[config.mk]
export PLATFORM = sky130hd
export DESIGN_NAME = uart_rx_ram_loader
export DESIGN_NICKNAME = d
export VERILOG_FILES = /design/src/rtl/uart_rx_ram_loader.sv
export SDC_FILE = /design/constraint.sdc
export NUM_CORES = 1
export LEC_CHECK = 0
export CAP_MARGIN = 20
export CORE_UTILIZATION = 49
export DETAILED_ROUTE_END_ITERATION = 8
export DONT_BUFFER_PORTS = 1
export GPL_ROUTABILITY_DRIVEN = 0
export GPL_TIMING_DRIVEN = 1
export PLACE_DENSITY = 0.77
export SLEW_MARGIN = 10
export SYNTH_ARGS = -nofsm -noshare
export SYNTH_HDL_FRONTEND = slang
export SYNTH_SLANG_ARGS = --single-unit
export TNS_END_PERCENT = 30
[constraint.sdc]
create_clock -name Clock -period 1.9 [get_ports Clock]
set_input_delay 0.19 -clock Clock [delete_from_list [all_inputs] [get_ports Clock]]
set_output_delay 0.19 -clock Clock [all_outputs]
set_load 0.02 [all_outputs]
[src/rtl/uart_rx_ram_loader.sv]
`default_nettype none
// +--------------------------------------------------------------------------+
// | uart_rx_ram_loader: 8N1 UART receiver loading 7-bit characters into RAM   |
// | Optional 8E1 with ParityError via `define UART_RX_PARITY_EN. Rev 1.0      |
// +--------------------------------------------------------------------------+
module uart_rx_ram_loader #(
  parameter int CLOCK_HZ     = 70000000,
  parameter int BAUD         = 9600,
  parameter int DEPTH        = 40,
  parameter int CLKS_PER_BIT = CLOCK_HZ / BAUD
) (
  input  logic       Clock,
  input  logic       Reset,
  input  logic       rx,
  input  logic       ClearCount,
  output logic [5:0] RAMaddress,
  output logic [6:0] RAMdata,
  output logic       RAMwrite,
  output logic [5:0] NumberOfChars,
  output logic       Receiving,
  output logic       Full,
  output logic       FrameError,
`ifdef UART_RX_PARITY_EN
  output logic       ParityError,
`endif
  output logic       Overflow
);

  localparam int BW = $clog2(CLKS_PER_BIT + 1);
  localparam logic [BW-1:0] C_FULL_BIT = BW'(CLKS_PER_BIT - 1);
  localparam logic [BW-1:0] C_HALF_BIT = BW'(CLKS_PER_BIT / 2 - 1);
  localparam logic [5:0]    C_DEPTH    = 6'(DEPTH);

  localparam logic [2:0] S_IDLE      = 3'd0;
  localparam logic [2:0] S_START     = 3'd1;
  localparam logic [2:0] S_DATA      = 3'd2;
  localparam logic [2:0] S_STOP      = 3'd3;
  localparam logic [2:0] S_WRITE     = 3'd4;
  localparam logic [2:0] S_WAIT_HIGH = 3'd5;
`ifdef UART_RX_PARITY_EN
  localparam logic [2:0] S_PARITY    = 3'd6;
`endif

  logic [2:0]    state_q, state_d;
  logic [BW-1:0] baud_q, baud_d;
  logic [2:0]    bit_q, bit_d;
  logic [7:0]    shift_q, shift_d;
  logic          rx_meta_q, rx_meta_d, rxs_q, rxs_d;
  logic [5:0]    count_q, count_d, addr_q, addr_d;
  logic [6:0]    data_q, data_d;
  logic          fe_q, fe_d, ovf_q, ovf_d;
  logic          tick, do_write, frame_ok;
`ifdef UART_RX_PARITY_EN
  logic          par_bad_q, par_bad_d, pe_q, pe_d;
`endif

  assign tick = (baud_q == '0);

`ifdef UART_RX_PARITY_EN
  assign frame_ok = ~par_bad_q;
`else
  assign frame_ok = 1'b1;
`endif

  // Synchronizer resets to idle-high so reset release never looks like a start bit
  always_ff @(posedge Clock or posedge Reset) begin
    if (Reset) begin
      state_q   <= S_IDLE;
      baud_q    <= '0;
      bit_q     <= '0;
      shift_q   <= '0;
      rx_meta_q <= 1'b1;
      rxs_q     <= 1'b1;
      count_q   <= '0;
      addr_q    <= '0;
      data_q    <= '0;
      fe_q      <= 1'b0;
      ovf_q     <= 1'b0;
`ifdef UART_RX_PARITY_EN
      par_bad_q <= 1'b0;
      pe_q      <= 1'b0;
`endif
    end else begin
      state_q   <= state_d;
      baud_q    <= baud_d;
      bit_q     <= bit_d;
      shift_q   <= shift_d;
      rx_meta_q <= rx_meta_d;
      rxs_q     <= rxs_d;
      count_q   <= count_d;
      addr_q    <= addr_d;
      data_q    <= data_d;
      fe_q      <= fe_d;
      ovf_q     <= ovf_d;
`ifdef UART_RX_PARITY_EN
      par_bad_q <= par_bad_d;
      pe_q      <= pe_d;
`endif
    end
  end

  always_comb begin
    rx_meta_d = rx;
    rxs_d     = rx_meta_q;
    state_d   = state_q;
    baud_d    = baud_q;
    bit_d     = bit_q;
    shift_d   = shift_q;
`ifdef UART_RX_PARITY_EN
    par_bad_d = par_bad_q;
`endif
    case (state_q)
      S_IDLE: begin
        if (!rxs_q) begin
          state_d = S_START;
          baud_d  = C_HALF_BIT;
        end
      end
      S_START: begin
        if (!tick) baud_d = baud_q - 1'b1;
        else if (!rxs_q) begin
          state_d = S_DATA;
          baud_d  = C_FULL_BIT;
          bit_d   = 3'd0;
        end else state_d = S_IDLE;
      end
      S_DATA: begin
        if (!tick) baud_d = baud_q - 1'b1;
        else begin
          shift_d = {rxs_q, shift_q[7:1]};
          baud_d  = C_FULL_BIT;
          bit_d   = bit_q + 3'd1;
`ifdef UART_RX_PARITY_EN
          if (bit_q == 3'd7) state_d = S_PARITY;
`else
          if (bit_q == 3'd7) state_d = S_STOP;
`endif
        end
      end
`ifdef UART_RX_PARITY_EN
      S_PARITY: begin
        if (!tick) baud_d = baud_q - 1'b1;
        else begin
          par_bad_d = ^{shift_q, rxs_q};
          baud_d    = C_FULL_BIT;
          state_d   = S_STOP;
        end
      end
`endif
      S_STOP: begin
        if (!tick) baud_d = baud_q - 1'b1;
        else if (!rxs_q) state_d = S_WAIT_HIGH;
        else if (frame_ok) state_d = S_WRITE;
        else state_d = S_IDLE;
      end
      S_WRITE:     state_d = S_IDLE;
      S_WAIT_HIGH: if (rxs_q) state_d = S_IDLE;
      default:     state_d = S_IDLE;
    endcase
  end

  always_comb begin
    Full          = (count_q == C_DEPTH);
    do_write      = (state_q == S_WRITE) && !Full && !ClearCount;
    RAMwrite      = do_write;
    RAMaddress    = do_write ? count_q : addr_q;
    RAMdata       = do_write ? shift_q[6:0] : data_q;
    NumberOfChars = count_q;
    Receiving     = (state_q != S_IDLE) && (state_q != S_WAIT_HIGH);
    FrameError    = fe_q;
    Overflow      = ovf_q;
`ifdef UART_RX_PARITY_EN
    ParityError   = pe_q;
`endif
  end

  // Count and sticky flags; a same-cycle clear overrides any update
  always_comb begin
    count_d = count_q;
    addr_d  = addr_q;
    data_d  = data_q;
    fe_d    = fe_q;
    ovf_d   = ovf_q;
`ifdef UART_RX_PARITY_EN
    pe_d    = pe_q;
    if (state_q == S_PARITY && tick && (^{shift_q, rxs_q})) pe_d = 1'b1;
`endif
    if (do_write) begin
      count_d = count_q + 6'd1;
      addr_d  = count_q;
      data_d  = shift_q[6:0];
    end
    if (state_q == S_WRITE && Full) ovf_d = 1'b1;
    if (state_q == S_STOP && tick && !rxs_q) fe_d = 1'b1;
    if (ClearCount) begin
      count_d = '0;
      fe_d    = 1'b0;
      ovf_d   = 1'b0;
`ifdef UART_RX_PARITY_EN
      pe_d    = 1'b0;
`endif
    end
  end

endmodule
`default_nettype wire

==> metrics <==
PortBufs=0; global route hottest layer=met2; Worst Path Max Fanout=5; Max Root-Sink Buffers=2; max_slew headroom=61.1%; areal power density over the cells=around 530 mW/mm2; leakage power figure=between 1.5 and 2 nW; met3 GRT Util=5.69%; share of layout cells above drive strength 1=between 40% and 50%; list of most frequent post-synthesis cells=sky130_fd_sc_hd__dfrtp_1, sky130_fd_sc_hd__nor2_1, sky130_fd_sc_hd__nand2_1; number of standard-cell rows in the floorplan=25; Achievable Freq=between 400 and 500 MHz; antenna diode instance count=0; area of the mapped netlist=approximately 0.0024 mm2; number of max-slew violations in the final report=0; largest net degree at the start of global routing=29; share of the clock period used by the worst path=118%; filler instances=293; Synth Net Count=230; portion of synthesized cell area occupied by the leading cell type=~49%; CP Capture Type=output pin; vias in the first global route=2127; relative area change from synthesis to final layout=40.8%; area enclosed by the die boundary=between 0.005 and 0.006 mm2; total wire length after detailed routing=approximately 7000 um; Avg Inst Size Synth=approximately 11 um2; Final Hold Violating Endpoints=0; EDFF count, synth=0; Worst Max-Slew Pin Slew=a little under 0.6 ns; CTS tree=yes; min Tclk post-route=2.25 ns; skew final=between 0.01 and 0.015 ns; total of max-cap violations=0; clock transition at the register clock pins on the worst setup and hold paths after CTS=approximately 0.1 ns; Post-route DRC=0; Main synth FF type=sky130_fd_sc_hd__dfrtp_1; path class of the lowest-slack min-delay path=input pin to register; dpl cell area=approximately 0.003 mm2; result of the run=finished, violations left; nature of the critical path startpoint=register; endpoints failing setup=35; cell-by-cell trace of the critical path=nor3b_4 -> o41ai_4 -> or2_1 -> buf_6 -> buf_12 -> mux2_4; CP Class=register to output pin; highest-delay cell along the critical path=sky130_fd_sc_hd__dfrtp_1; sequential area share after synthesis=51.6%; die extent in x=about 72 um; met1 track demand over resource in global routing=34.4%; Peak VDD IR=approximately 0.50 mV; synth top area cells=sky130_fd_sc_hd__dfrtp_1, sky130_fd_sc_hd__mux2_1, sky130_fd_sc_hd__mux2_2; drt initial violations=roughly 140; effective utilization at floorplan=about 51%; most frequent cell after synthesis=sky130_fd_sc_hd__dfrtp_1; wire per inst=between 15 and 20 um; number of vias per cell=between 5 and 6; number of iterations in the first detailed-routing pass=4; clk_lat worst skew=about 0.32 ns; required time at the endpoint of the critical path=about 1.7 ns; number of standard cells after synthesis=roughly 220; Ports=28; antenna violations before repair=0; Worst EP arrival=just over 2 ns; peak per-stage delay on the critical path=0.43 ns; failing checks=negative setup slack; core outline area=~0.0048 mm2; cell chosen for the clock root=sky130_fd_sc_hd__clkbuf_8; yosys synthesis warning count=0; first-pass GRT wire length=between 10000 and 15000 um; final design instance area without fill=approximately 0.0034 mm2; crit path setup slack, layout=-0.345 ns; Post-DP HPWL=about 3900 um; count of state elements after synthesis=50; Inserted Clock Buffers=5; Clock H-tree levels=2; Hold Worst Slack=slightly above 0.3 ns; count of nets after finishing=about 300; Setup TNS Final=-6.25 ns; unrepaired setup endpoints after global routing=true; fraction of synthesis flops using an asynchronous set or reset pin=100%; Total GRT Usage=between 20% and 30%; Die H=around 72 um; number of sinks on the clock net=50; number of distinct standard cells referenced by the synthesized netlist=between 50 and 60; vias after detailed routing=approximately 2100; met2 routing resource usage after global routing=a little under half; dominant cell type by area after synthesis=sky130_fd_sc_hd__dfrtp_1; antenna-violating nets left=0; final global-route overflow total=0
==> cell usage in the layout, fill, tap and decap left out, types with 2 or more instances in the layout <==
cell type / synthesis / layout
sky130_fd_sc_hd__or3_1: 2 / 2
sky130_fd_sc_hd__nor4_4: 1 / 2
sky130_fd_sc_hd__o21ai_0: 9 / 3
sky130_fd_sc_hd__ha_1: 5 / 3
sky130_fd_sc_hd__nand3_1: 2 / 2
sky130_fd_sc_hd__nand2_4: 0 / 3
sky130_fd_sc_hd__nor2b_1: 2 / 2
sky130_fd_sc_hd__nor3_2: 3 / 2
sky130_fd_sc_hd__o21ai_1: 2 / 3
sky130_fd_sc_hd__o21ai_4: 1 / 3
sky130_fd_sc_hd__nand2b_1: 2 / 2
sky130_fd_sc_hd__o31ai_1: 4 / 3
sky130_fd_sc_hd__dfstp_2: 2 / 2
sky130_fd_sc_hd__xnor2_1: 4 / 4
sky130_fd_sc_hd__clkbuf_8: 0 / 6
sky130_fd_sc_hd__buf_12: 0 / 2
sky130_fd_sc_hd__nand2_1: 19 / 13
sky130_fd_sc_hd__mux2_4: 0 / 17
sky130_fd_sc_hd__dfrtp_1: 48 / 46
sky130_fd_sc_hd__inv_2: 0 / 3
sky130_fd_sc_hd__buf_4: 2 / 53
sky130_fd_sc_hd__nor3_1: 6 / 6
sky130_fd_sc_hd__nor2_4: 0 / 3
sky130_fd_sc_hd__a221o_1: 2 / 2
sky130_fd_sc_hd__nand4_1: 3 / 3
sky130_fd_sc_hd__dlygate4sd3_1: 0 / 3
sky130_fd_sc_hd__or4_4: 2 / 2
sky130_fd_sc_hd__or2_2: 2 / 2
sky130_fd_sc_hd__nand2_2: 0 / 3
sky130_fd_sc_hd__nor2_1: 24 / 20
sky130_fd_sc_hd__a22o_1: 3 / 3
sky130_fd_sc_hd__dfrtp_2: 0 / 2
sky130_fd_sc_hd__buf_6: 1 / 9
sky130_fd_sc_hd__a21oi_1: 8 / 8
sky130_fd_sc_hd__o21ai_2: 0 / 3
sky130_fd_sc_hd__inv_1: 13 / 9
==> sequential cells by signal (all words and copies together), names as in the netlist <==
signal and flops:
rxs_q 1, NumberOfChars 6, Overflow 1, shift_q 8, addr_q 6, bit_q 3, data_q 7, FrameError 1
baud_q 13, rx_meta_q 1, state_q 3
==> report_power, final <==
part,internal (mW),switching [mW],total [mW]
Clock,0.300,0.381,0.682
Sequential,1.07,0.00493,1.08
Combinational,0.0204,0.0402,0.0606
Total,1.39,0.426,1.82
==> layout make-up <==
class | count | area [um2] | area share (%)
Multi-Input combinational cell | 150 | 1330 | 39.0
Sequential cell | 50 | 1260 | 36.7
Timing Repair Buffer | 68 | 597 | 17.4
Tap cell | 67 | 83.8 | 2.45
Clock buffer | 6 | 82.6 | 2.41
Inverter | 13 | 51.3 | 1.50
Clock inverter | 2 | 16.3 | 0.475
==> critical path: cells and delay by family (launching register included) <==
family | cells | cell delay [ns]
flip-flops | 1 | 0.43
buffers and inverters | 2 | 0.28
AND/OR/NAND/NOR | 2 | 0.56
AO/OA/AOI/OAI | 1 | 0.13
multiplexers | 1 | 0.34
==> routing by layer <==
metal,share of wire [%],vias to the layer above
met3,5.2,18
met2,53,96
met4,2.6,0
met1,40,1079
li1,-,925
met5,0,-
==> stage by stage <==
step,util [%],setup WS [ns],total power [mW],cells
after CTS,70.0,-0.282,1.80,354
after global routing,71.9,-0.413,1.87,356
after detailed placement,61.9,-0.154,1.14,334
after global placement,61.9,-0.119,1.14,334
after floorplan,-,-0.189,1.12,221
final,71.9,-0.345,1.82,356
==> worst paths after layout <==
check	slack, ns	to	startpoint	cells after the start
worst max register to register	-0.18	baud_q[2]	baud_q[0]	10
min in group asynchronous	0.40	state_q[0]	Reset	2
max in group asynchronous	0.90	baud_q[9]	Reset	3
worst min-delay path	0.31	addr_q[3]	ClearCount	3
worst max-delay path	-0.35	RAMaddress[5]	state_q[1]	6
worst min register to register	0.37	rxs_q	rx_meta_q	0
==> logic make-up (layout without fill, tap and decap cells) <==
kind of cell	after synthesis	after routing	share of synthesized area (%)
xor gates and xnor gates	5	5	1.80
DFF	50	50	51.6
and+or+nand+nor	76	76	17.1
buffers and inverters	21	89	3.96
muxes	20	20	9.22
adders and majority gates	5	5	2.57
AOI/OAI and AO/OA	44	44	13.7
==> repair_timing <==
item,4_1_cts,5_1_grt
endpoints found under the hold margin,33,0
hold buffers,3,0
pin swaps,11,8
setup endpoints to repair,48,51
setup buffers,7,3
gates cloned,2,0
gates resized for setup,38,26
Note: power is estimated with default switching activity, not from simulation.
